$ cat src/rtl/hazard_pkg.sv
// Shared types and constants for the pipeline hazard controller.
package hazard_pkg;
    typedef enum logic {RUN = 1'b0, MEM_WAIT = 1'b1} state_t;
    localparam logic [4:0] REG_ZERO = 5'd0;
endpackage

$ cat src/rtl/sat_counter.sv
// Saturating up-counter with synchronous clear; holds at all-ones instead of wrapping.
module sat_counter #(
    parameter int W = 16
) (
    input  logic         clk,
    input  logic         clr,
    input  logic         en,
    output logic [W-1:0] count
);
    always_ff @(posedge clk) begin
        if (clr)
            count <= '0;
        else if (en && count != '1)
            count <= count + 1'b1;
    end
endmodule

$ cat src/rtl/hazard_ctrl.sv
// Stall/flush/freeze generation for the 5-stage core, with a data-memory
// watchdog and saturating debug counters.
module hazard_ctrl
    import hazard_pkg::*;
#(
    parameter int CNT_W   = 16,
    parameter int TIMEOUT = 255
) (
    input  logic             clk,
    input  logic             rst,
    input  logic             id_ex_MemRead,
    input  logic [4:0]       id_ex_Rt,
    input  logic [4:0]       if_id_Rs,
    input  logic [4:0]       if_id_Rt,
    input  logic             ex_branch_taken,
    input  logic             ex_mem_MemRead,
    input  logic             ex_mem_MemWrite,
    input  logic             dmem_ready,
    output logic             pc_write,
    output logic             if_id_write,
    output logic             if_id_flush,
    output logic             id_ex_flush,
    output logic             pipe_freeze,
    output logic             mem_err,
    output logic [CNT_W-1:0] stall_count,
    output logic [CNT_W-1:0] flush_count
);
    localparam int WC_W = 16;

    state_t          state;
    logic [WC_W-1:0] wait_cnt;
    logic            lu, mem_busy, watchdog, freeze;

    assign lu       = id_ex_MemRead && (id_ex_Rt != REG_ZERO) &&
                      ((id_ex_Rt == if_id_Rs) || (id_ex_Rt == if_id_Rt));
    assign mem_busy = (ex_mem_MemRead || ex_mem_MemWrite) && !dmem_ready;
    assign watchdog = (state == MEM_WAIT) && !dmem_ready &&
                      (wait_cnt == WC_W'(TIMEOUT - 1));
    // The watchdog cycle releases the pipe even though the access is still pending.
    assign freeze   = (mem_busy || (state == MEM_WAIT && !dmem_ready)) && !watchdog;

    always_comb begin
        pc_write    = 1'b1;
        if_id_write = 1'b1;
        if_id_flush = 1'b0;
        id_ex_flush = 1'b0;
        pipe_freeze = 1'b0;
        if (!rst) begin
            if (freeze) begin
                pipe_freeze = 1'b1;
                pc_write    = 1'b0;
                if_id_write = 1'b0;
            end else if (ex_branch_taken) begin
                if_id_flush = 1'b1;
                id_ex_flush = 1'b1;
            end else if (lu) begin
                pc_write    = 1'b0;
                if_id_write = 1'b0;
                id_ex_flush = 1'b1;
            end
        end
    end

    always_ff @(posedge clk) begin
        if (rst) begin
            state    <= RUN;
            wait_cnt <= '0;
            mem_err  <= 1'b0;
        end else begin
            case (state)
                RUN: if (mem_busy) begin
                    state    <= MEM_WAIT;
                    wait_cnt <= '0;
                end
                MEM_WAIT: begin
                    if (dmem_ready) begin
                        state <= RUN;
                    end else if (watchdog) begin
                        state   <= RUN;
                        mem_err <= 1'b1;
                    end else begin
                        wait_cnt <= wait_cnt + 1'b1;
                    end
                end
                default: state <= RUN;
            endcase
        end
    end

    sat_counter #(.W(CNT_W)) u_stall_cnt (
        .clk  (clk),
        .clr  (rst),
        .en   (!pc_write),
        .count(stall_count)
    );

    sat_counter #(.W(CNT_W)) u_flush_cnt (
        .clk  (clk),
        .clr  (rst),
        .en   (if_id_flush),
        .count(flush_count)
    );
endmodule

$ cat config.mk
export PLATFORM = sky130hd
export DESIGN_NAME = hazard_ctrl
export DESIGN_NICKNAME = d
export VERILOG_FILES = /design/src/rtl/hazard_pkg.sv /design/src/rtl/sat_counter.sv /design/src/rtl/hazard_ctrl.sv
export SDC_FILE = /design/constraint.sdc
export NUM_CORES = 1
export LEC_CHECK = 0
export BUFFER_PORTS_ARGS = -buffer_cell sky130_fd_sc_hd__buf_2
export CAP_MARGIN = 20
export CORE_MARGIN = 10
export CORE_UTILIZATION = 25
export DETAILED_ROUTE_END_ITERATION = 8
export GPL_ROUTABILITY_DRIVEN = 0
export SLEW_MARGIN = 10
export SYNTH_ARGS = -nofsm -noshare
export SYNTH_HDL_FRONTEND = slang
export SYNTH_SLANG_ARGS = --single-unit
$ cat constraint.sdc
create_clock -name clk -period 6.1 [get_ports clk]
set_input_delay 0.61 -clock clk [delete_from_list [all_inputs] [get_ports clk]]
set_output_delay 0.61 -clock clk [all_outputs]
set_load 0.05 [all_outputs]
# Word level (Yosys, flattened, before mapping)
# Cells that the tools add are included.
dict set report word_totals {
  register_bits 50
  in_bits 22
}
dict set report op_classes {
  add_sub_neg 3
  eq_ne 8
  n_mux 21
  n_bitwise 2
  reduce_logical 17
}
# operator n
set ops {}
lappend ops {{adder 16 x 1 -> 16 bit, second input constant} 3}
lappend ops {{2-to-1 mux 16 bit} 3}
lappend ops {{!= test 16 bit, second input constant} 2}
lappend ops {{case mux 16 bit (2 select lines)} 1}
lappend ops {{== test 16 x 8 -> 1 bit, second input constant} 1}
lappend ops {{2-to-1 mux 1 bit} 16}
lappend ops {{== test 5 bit} 2}
lappend ops {{logical AND 1 bit} 8}
lappend ops {{!= test 2 bit, second input constant} 3}
lappend ops {{AND reduction 3 bit} 2}
lappend ops {{nonzero test 5 bit} 1}
lappend ops {{zero test 1 bit} 3}
lappend ops {{logical OR 1 bit} 3}
lappend ops {{NOT 1 bit} 2}
lappend ops {{case mux 1 bit (2 select lines)} 1}

# Longest topological paths before layout
dict set report depth {
  depth_word 9
  depth_mapped 11
  depth_no_buf 8
}

# Hierarchy
# Synthesis repeated with hierarchy kept, for this count alone.
dict set report hier_totals {
  cells_unflattened 336
  hier_area_um2 2847.7
}
# mod n_inst cells_per_inst area_per_inst_um2 seq_area_each_um2
set modules_own_cells {}
lappend modules_own_cells {sat_counter 2 99 848.3 320.3}
lappend modules_own_cells {hazard_ctrl 1 138 1151.1 360.3}

# Worst setup path after synthesis
# Ideal clock, no wire load.
dict set report synth_timing {
  path_type {input port to output port}
  startpoint {input port id_ex_Rt[4]}
  endpoint {output port id_ex_flush}
  arrival_time_ns 2.300
  required_time_ns 5.490
  path_slack_ns 3.190
  stages 6
  n_path_buf 0
  path_cell_list {xnor2_1 nand3_1 o22ai_1 nor2b_1 nor2_1 nor3_1}
}
dict set report synth_between {
  elab_chain_cells 7
}
# element line
set synth_rtl {}
lappend synth_rtl {{start, declared} hazard_ctrl.sv:12} ;# input logic [4:0] id_ex_Rt,
lappend synth_rtl {{== test 5 bit or nonzero test 5 bit (tied branches)} {hazard_ctrl.sv:35, hazard_ctrl.sv:34}}
lappend synth_rtl {{logical OR 1 bit or logical AND 1 bit (tied branches)} {hazard_ctrl.sv:35, hazard_ctrl.sv:34}}
lappend synth_rtl {{logical AND 1 bit (*)} hazard_ctrl.sv:34} ;# assign lu = id_ex_MemRead && (id_ex_Rt != REG_ZERO) &&
lappend synth_rtl {{2-to-1 mux 1 bit (*)} hazard_ctrl.sv:56} ;# end else if (lu) begin
lappend synth_rtl {{2-to-1 mux 1 bit (*)} hazard_ctrl.sv:53} ;# end else if (ex_branch_taken) begin
lappend synth_rtl {{2-to-1 mux 1 bit (*)} hazard_ctrl.sv:49} ;# if (freeze) begin
lappend synth_rtl {{2-to-1 mux 1 bit (*)} hazard_ctrl.sv:48} ;# if (!rst) begin
lappend synth_rtl {{end, declared} hazard_ctrl.sv:22} ;# output logic id_ex_flush,
# Every way passes the cells marked *; elsewhere a longest branch is shown, timed or not.

# Final worst setup path
dict set report layout_timing {
  startpoint {input port rst}
  endpoint {output port if_id_flush}
}
dict set report layout_between {
  elab_chain_cells 1
}
# element line
set layout_rtl {}
lappend layout_rtl {{start, declared} hazard_ctrl.sv:10} ;# input logic rst,
lappend layout_rtl {{2-to-1 mux 1 bit} hazard_ctrl.sv:48}
lappend layout_rtl {{end, declared} hazard_ctrl.sv:21} ;# output logic if_id_flush,
# Every way passes these cells.

==> impl_metrics.sql <==
INSERT INTO impl_metrics (metric_group, metric, value, unit) VALUES
('cells_and_area', 'n_antenna_cell', '0', ''),
('critical_path', 'cp.buffers_inverters', '3', ''),
('timing', 'setup_violations', '0', ''),
('power_and_ir_drop', 'powerDensity', '201', 'nW/µm²'),
('clocking', 'clock-sinks', '50', ''),
('route', 'length_of_routed_wiring_on_met1', '3040', 'µm'),
('logic_synthesis', 'synth_xor_xnor_area_share', '9.45', '%'),
('timing', 'worst_slew_pin_slew', '0.975', 'ns'),
('critical_path', 'critPathCaptureType', 'output pin', ''),
('logic_synthesis', 'seq_area_frac_synth', '38.6', '%'),
('global_route', 'global_route_wire_length_before_repair', '11100', 'µm'),
('route', 'maxUsedRoutingLayer', 'met4', ''),
('floorplan', 'initial_utilization', '25.4', '%'),
('placed_design', 'post-place-ws', '3.02', 'ns'),
('floorplan', 'floorplan.die_area', '14800', 'µm²'),
('timing', 'final_critical_path_required_period', '3.10', 'ns'),
('route', 'antenna_violating_nets_post_route', '0', ''),
('logic_synthesis', 'synth.area.mux_share', '0.820', '%'),
('critical_path', 'worst_path_dominant_cell_family', 'buffers and inverters', ''),
('cells_and_area', 'area_delta_synth_final', '19.6', '%'),
('critical_path', 'setup.worst_path.start_class', 'input port', ''),
('critical_path', 'timing.setup.critical_path_class', 'in2out', ''),
('critical_path', 'timing.critical_path.cells', 'buf_2 -> inv_1 -> nand2_1 -> a21oi_1 -> buf_2', ''),
('critical_path', 'critPathArrivalTime', '2.49', 'ns'),
('route', 'detailroute.wirelength.met3', '318', 'µm'),
('logic_synthesis', 'ys_types', '41', ''),
('power_and_ir_drop', 'max-vdd-ir-drop', '93.7', 'µV'),
('route', 'drt_pass1_iterations', '4', ''),
('floorplan', 'die-width', '122', 'µm'),
('critical_path', 'crit_path_frequent_cell', 'sky130_fd_sc_hd__buf_2', ''),
('logic_synthesis', 'area_fraction_in_compound_gates_after_synthesis', '13.2', '%'),
('clocking', 'clock_slew_at_the_register_clock_pins_of_the_worst_setup_and_hold_paths', '0.10', 'ns'),
('logic_synthesis', 'synth_area', '2590', 'µm²'),
('job', 'cap_viol_max_count', '0', ''),
('power_and_ir_drop', 'finalPower', '622', 'µW'),
('route', 'vias', '2417', ''),
('floorplan', 'top_level_ports', '60', ''),
('placed_design', 'dpl.hpwl', '5070', 'µm'),
('route', 'wire_per_inst', '13.4', 'µm'),
('timing', 'setup-tns-final', '0', 'ns'),
('power_and_ir_drop', 'internal_power', '468', 'µW'),
('timing', 'timing_max_transition_violations_final', '0', ''),
('timing', 'timing.final.crit_share', '50.9', '%'),
('logic_synthesis', 'synth_enable_flop_cells', '0', ''),
('cells_and_area', 'final_core_utilization', '30.3', '%'),
('clocking', 'cts-resized-gates', '0', ''),
('logic_synthesis', 'yosysWarnings', '0', ''),
('logic_synthesis', 'synth_top_family_by_area', 'simple AND/OR/NAND/NOR gates', ''),
('logic_synthesis', 'post_synth_simple_gate_area', '31.6', '%'),
('min_path', 'hold_path_depth', '2', ''),
('floorplan', 'dieHeight', '122', 'µm'),
('power_and_ir_drop', 'sequential_power_share', '53.1', '%'),
('route', 'drt_first_iter_violations', '91', ''),
('power_and_ir_drop', 'clockPowerShare', '38.1', '%'),
('global_route', 'overflow', '0', ''),
('critical_path', 'worst_ep_required_time', '5.49', 'ns'),
('timing', 'maximum_achievable_frequency', '322', 'MHz'),
('cells_and_area', 'num-fill-cells', '1069', ''),
('logic_synthesis', 'syn-instance-count', '310', ''),
('min_path', 'hold_wc_path_type', 'reg2reg', ''),
('cells_and_area', 'most-common-layout-cells', '59 x sky130_fd_sc_hd__buf_2, 50 x sky130_fd_sc_hd__dfxtp_1, 32 x sky130_fd_sc_hd__nor2_1', ''),
('critical_path', 'crit_fanout', '36', ''),
('run_status', 'run_status', 'complete, no violations', ''),
('power_and_ir_drop', 'power.static_leakage', '0.00116', 'µW'),
('timing', 'finClkSkew', '0.0102', 'ns'),
('placed_design', 'port-buffer-count', '59', ''),
('logic_synthesis', 'async_flop_share', '0', '%'),
('power_and_ir_drop', 'share_comb_of_total_power', '8.8', '%'),
('route', 'post_drt_via_cell_ratio', '4.84', ''),
('cells_and_area', 'non_filler_cells_final', '499', ''),
('cells_and_area', 'fin_nets', '388', '');
layout make-up:
cell class / instances / area, µm² / share of cell area (%)
multi-input cells: 237 / 1480 / 47.8
flip-flops and latches: 50 / 1000 / 32.3
repair buffers: 60 / 303 / 9.76
well taps: 136 / 170 / 5.49
clock buffers: 5 / 68.8 / 2.22
clock inverters: 3 / 45.0 / 1.45
inverters: 8 / 30.0 / 0.968
cell families after synthesis:
logic type,Yosys count
simple gates,146
compound gates,57
flops,50
xor+xnor,28
buf+inv,23
fa+ha+maj,4
mux,2
cell usage after synthesis (all sizes together) (2+ instances only):
| cell | count | share of area, % |
|---|---|---|
| and3 | 10 | 2.4 |
| dfxtp | 50 | 39 |
| nand2 | 21 | 3.0 |
| nor3 | 6 | 1.2 |
| nor4 | 3 | 1.3 |
| nor2 | 32 | 4.6 |
| o31ai | 7 | 2.0 |
| o41ai | 2 | 0.68 |
| o21ai | 15 | 2.9 |
| and4bb | 2 | 1.1 |
| buf | 8 | 2.2 |
| or3 | 13 | 3.1 |
| and4 | 4 | 1.4 |
| and2 | 5 | 1.3 |
| nand2b | 2 | 0.48 |
| a21oi | 25 | 4.8 |
| xnor2 | 17 | 5.7 |
| o311ai | 4 | 1.4 |
| clkbuf | 7 | 1.0 |
| nand3 | 21 | 4.1 |
| nand4 | 14 | 4.0 |
| inv | 8 | 1.2 |
| nor2b | 2 | 0.48 |
| or4 | 9 | 2.6 |
| ha | 4 | 1.9 |
| xor2 | 11 | 3.7 |
power by group through the flow:
stage | registers, µW | logic [µW] | clock network [µW]
after floorplan | 342 | 34.9 | 0
after global placement | 338 | 54.0 | 0
after detailed placement | 338 | 54.7 | 0
after CTS | 331 | 54.9 | 245
after global routing | 331 | 59.9 | 257
final | 331 | 54.5 | 237
final timing paths:
kind | to | slack [ns] | from
max reg2reg | u_flush_cnt.count[14] | 3.43 | wait_cnt[0]
max | if_id_flush | 3.00 | rst
min reg2reg | mem_err | 0.50 | mem_err
min | mem_err | 0.50 | mem_err
tightest hold or removal path: cells and delay by family, from the launching register on:
| kind | cells | cell delay (ns) |
|---|---|---|
| flops | 1 | 0.35 |
| simple gates | 2 | 0.12 |
flip-flops by register name (all words and copies together), names as in the netlist:
name               cells
mem_err                1
wait_cnt              16
u_stall_cnt.count     16
u_flush_cnt.count     16
state                  1
per-layer routing:
metal / track usage (%) / up-vias
met5: 0 / -
met2: 14.6 / 45
met3: 2.50 / 6
met4: 2.24 / 0
li1: - / 1226
met1: 11.1 / 1140
through the flow:
stage | cell area [µm²] | hold slack, ns
after floorplan | 2590 | 0.454
after global placement | 2990 | 0.454
after detailed placement | 2990 | 0.477
after CTS | 3100 | 0.504
after global routing | 3100 | 0.519
final | 3100 | 0.498
(Power assumes the default switching activity.)
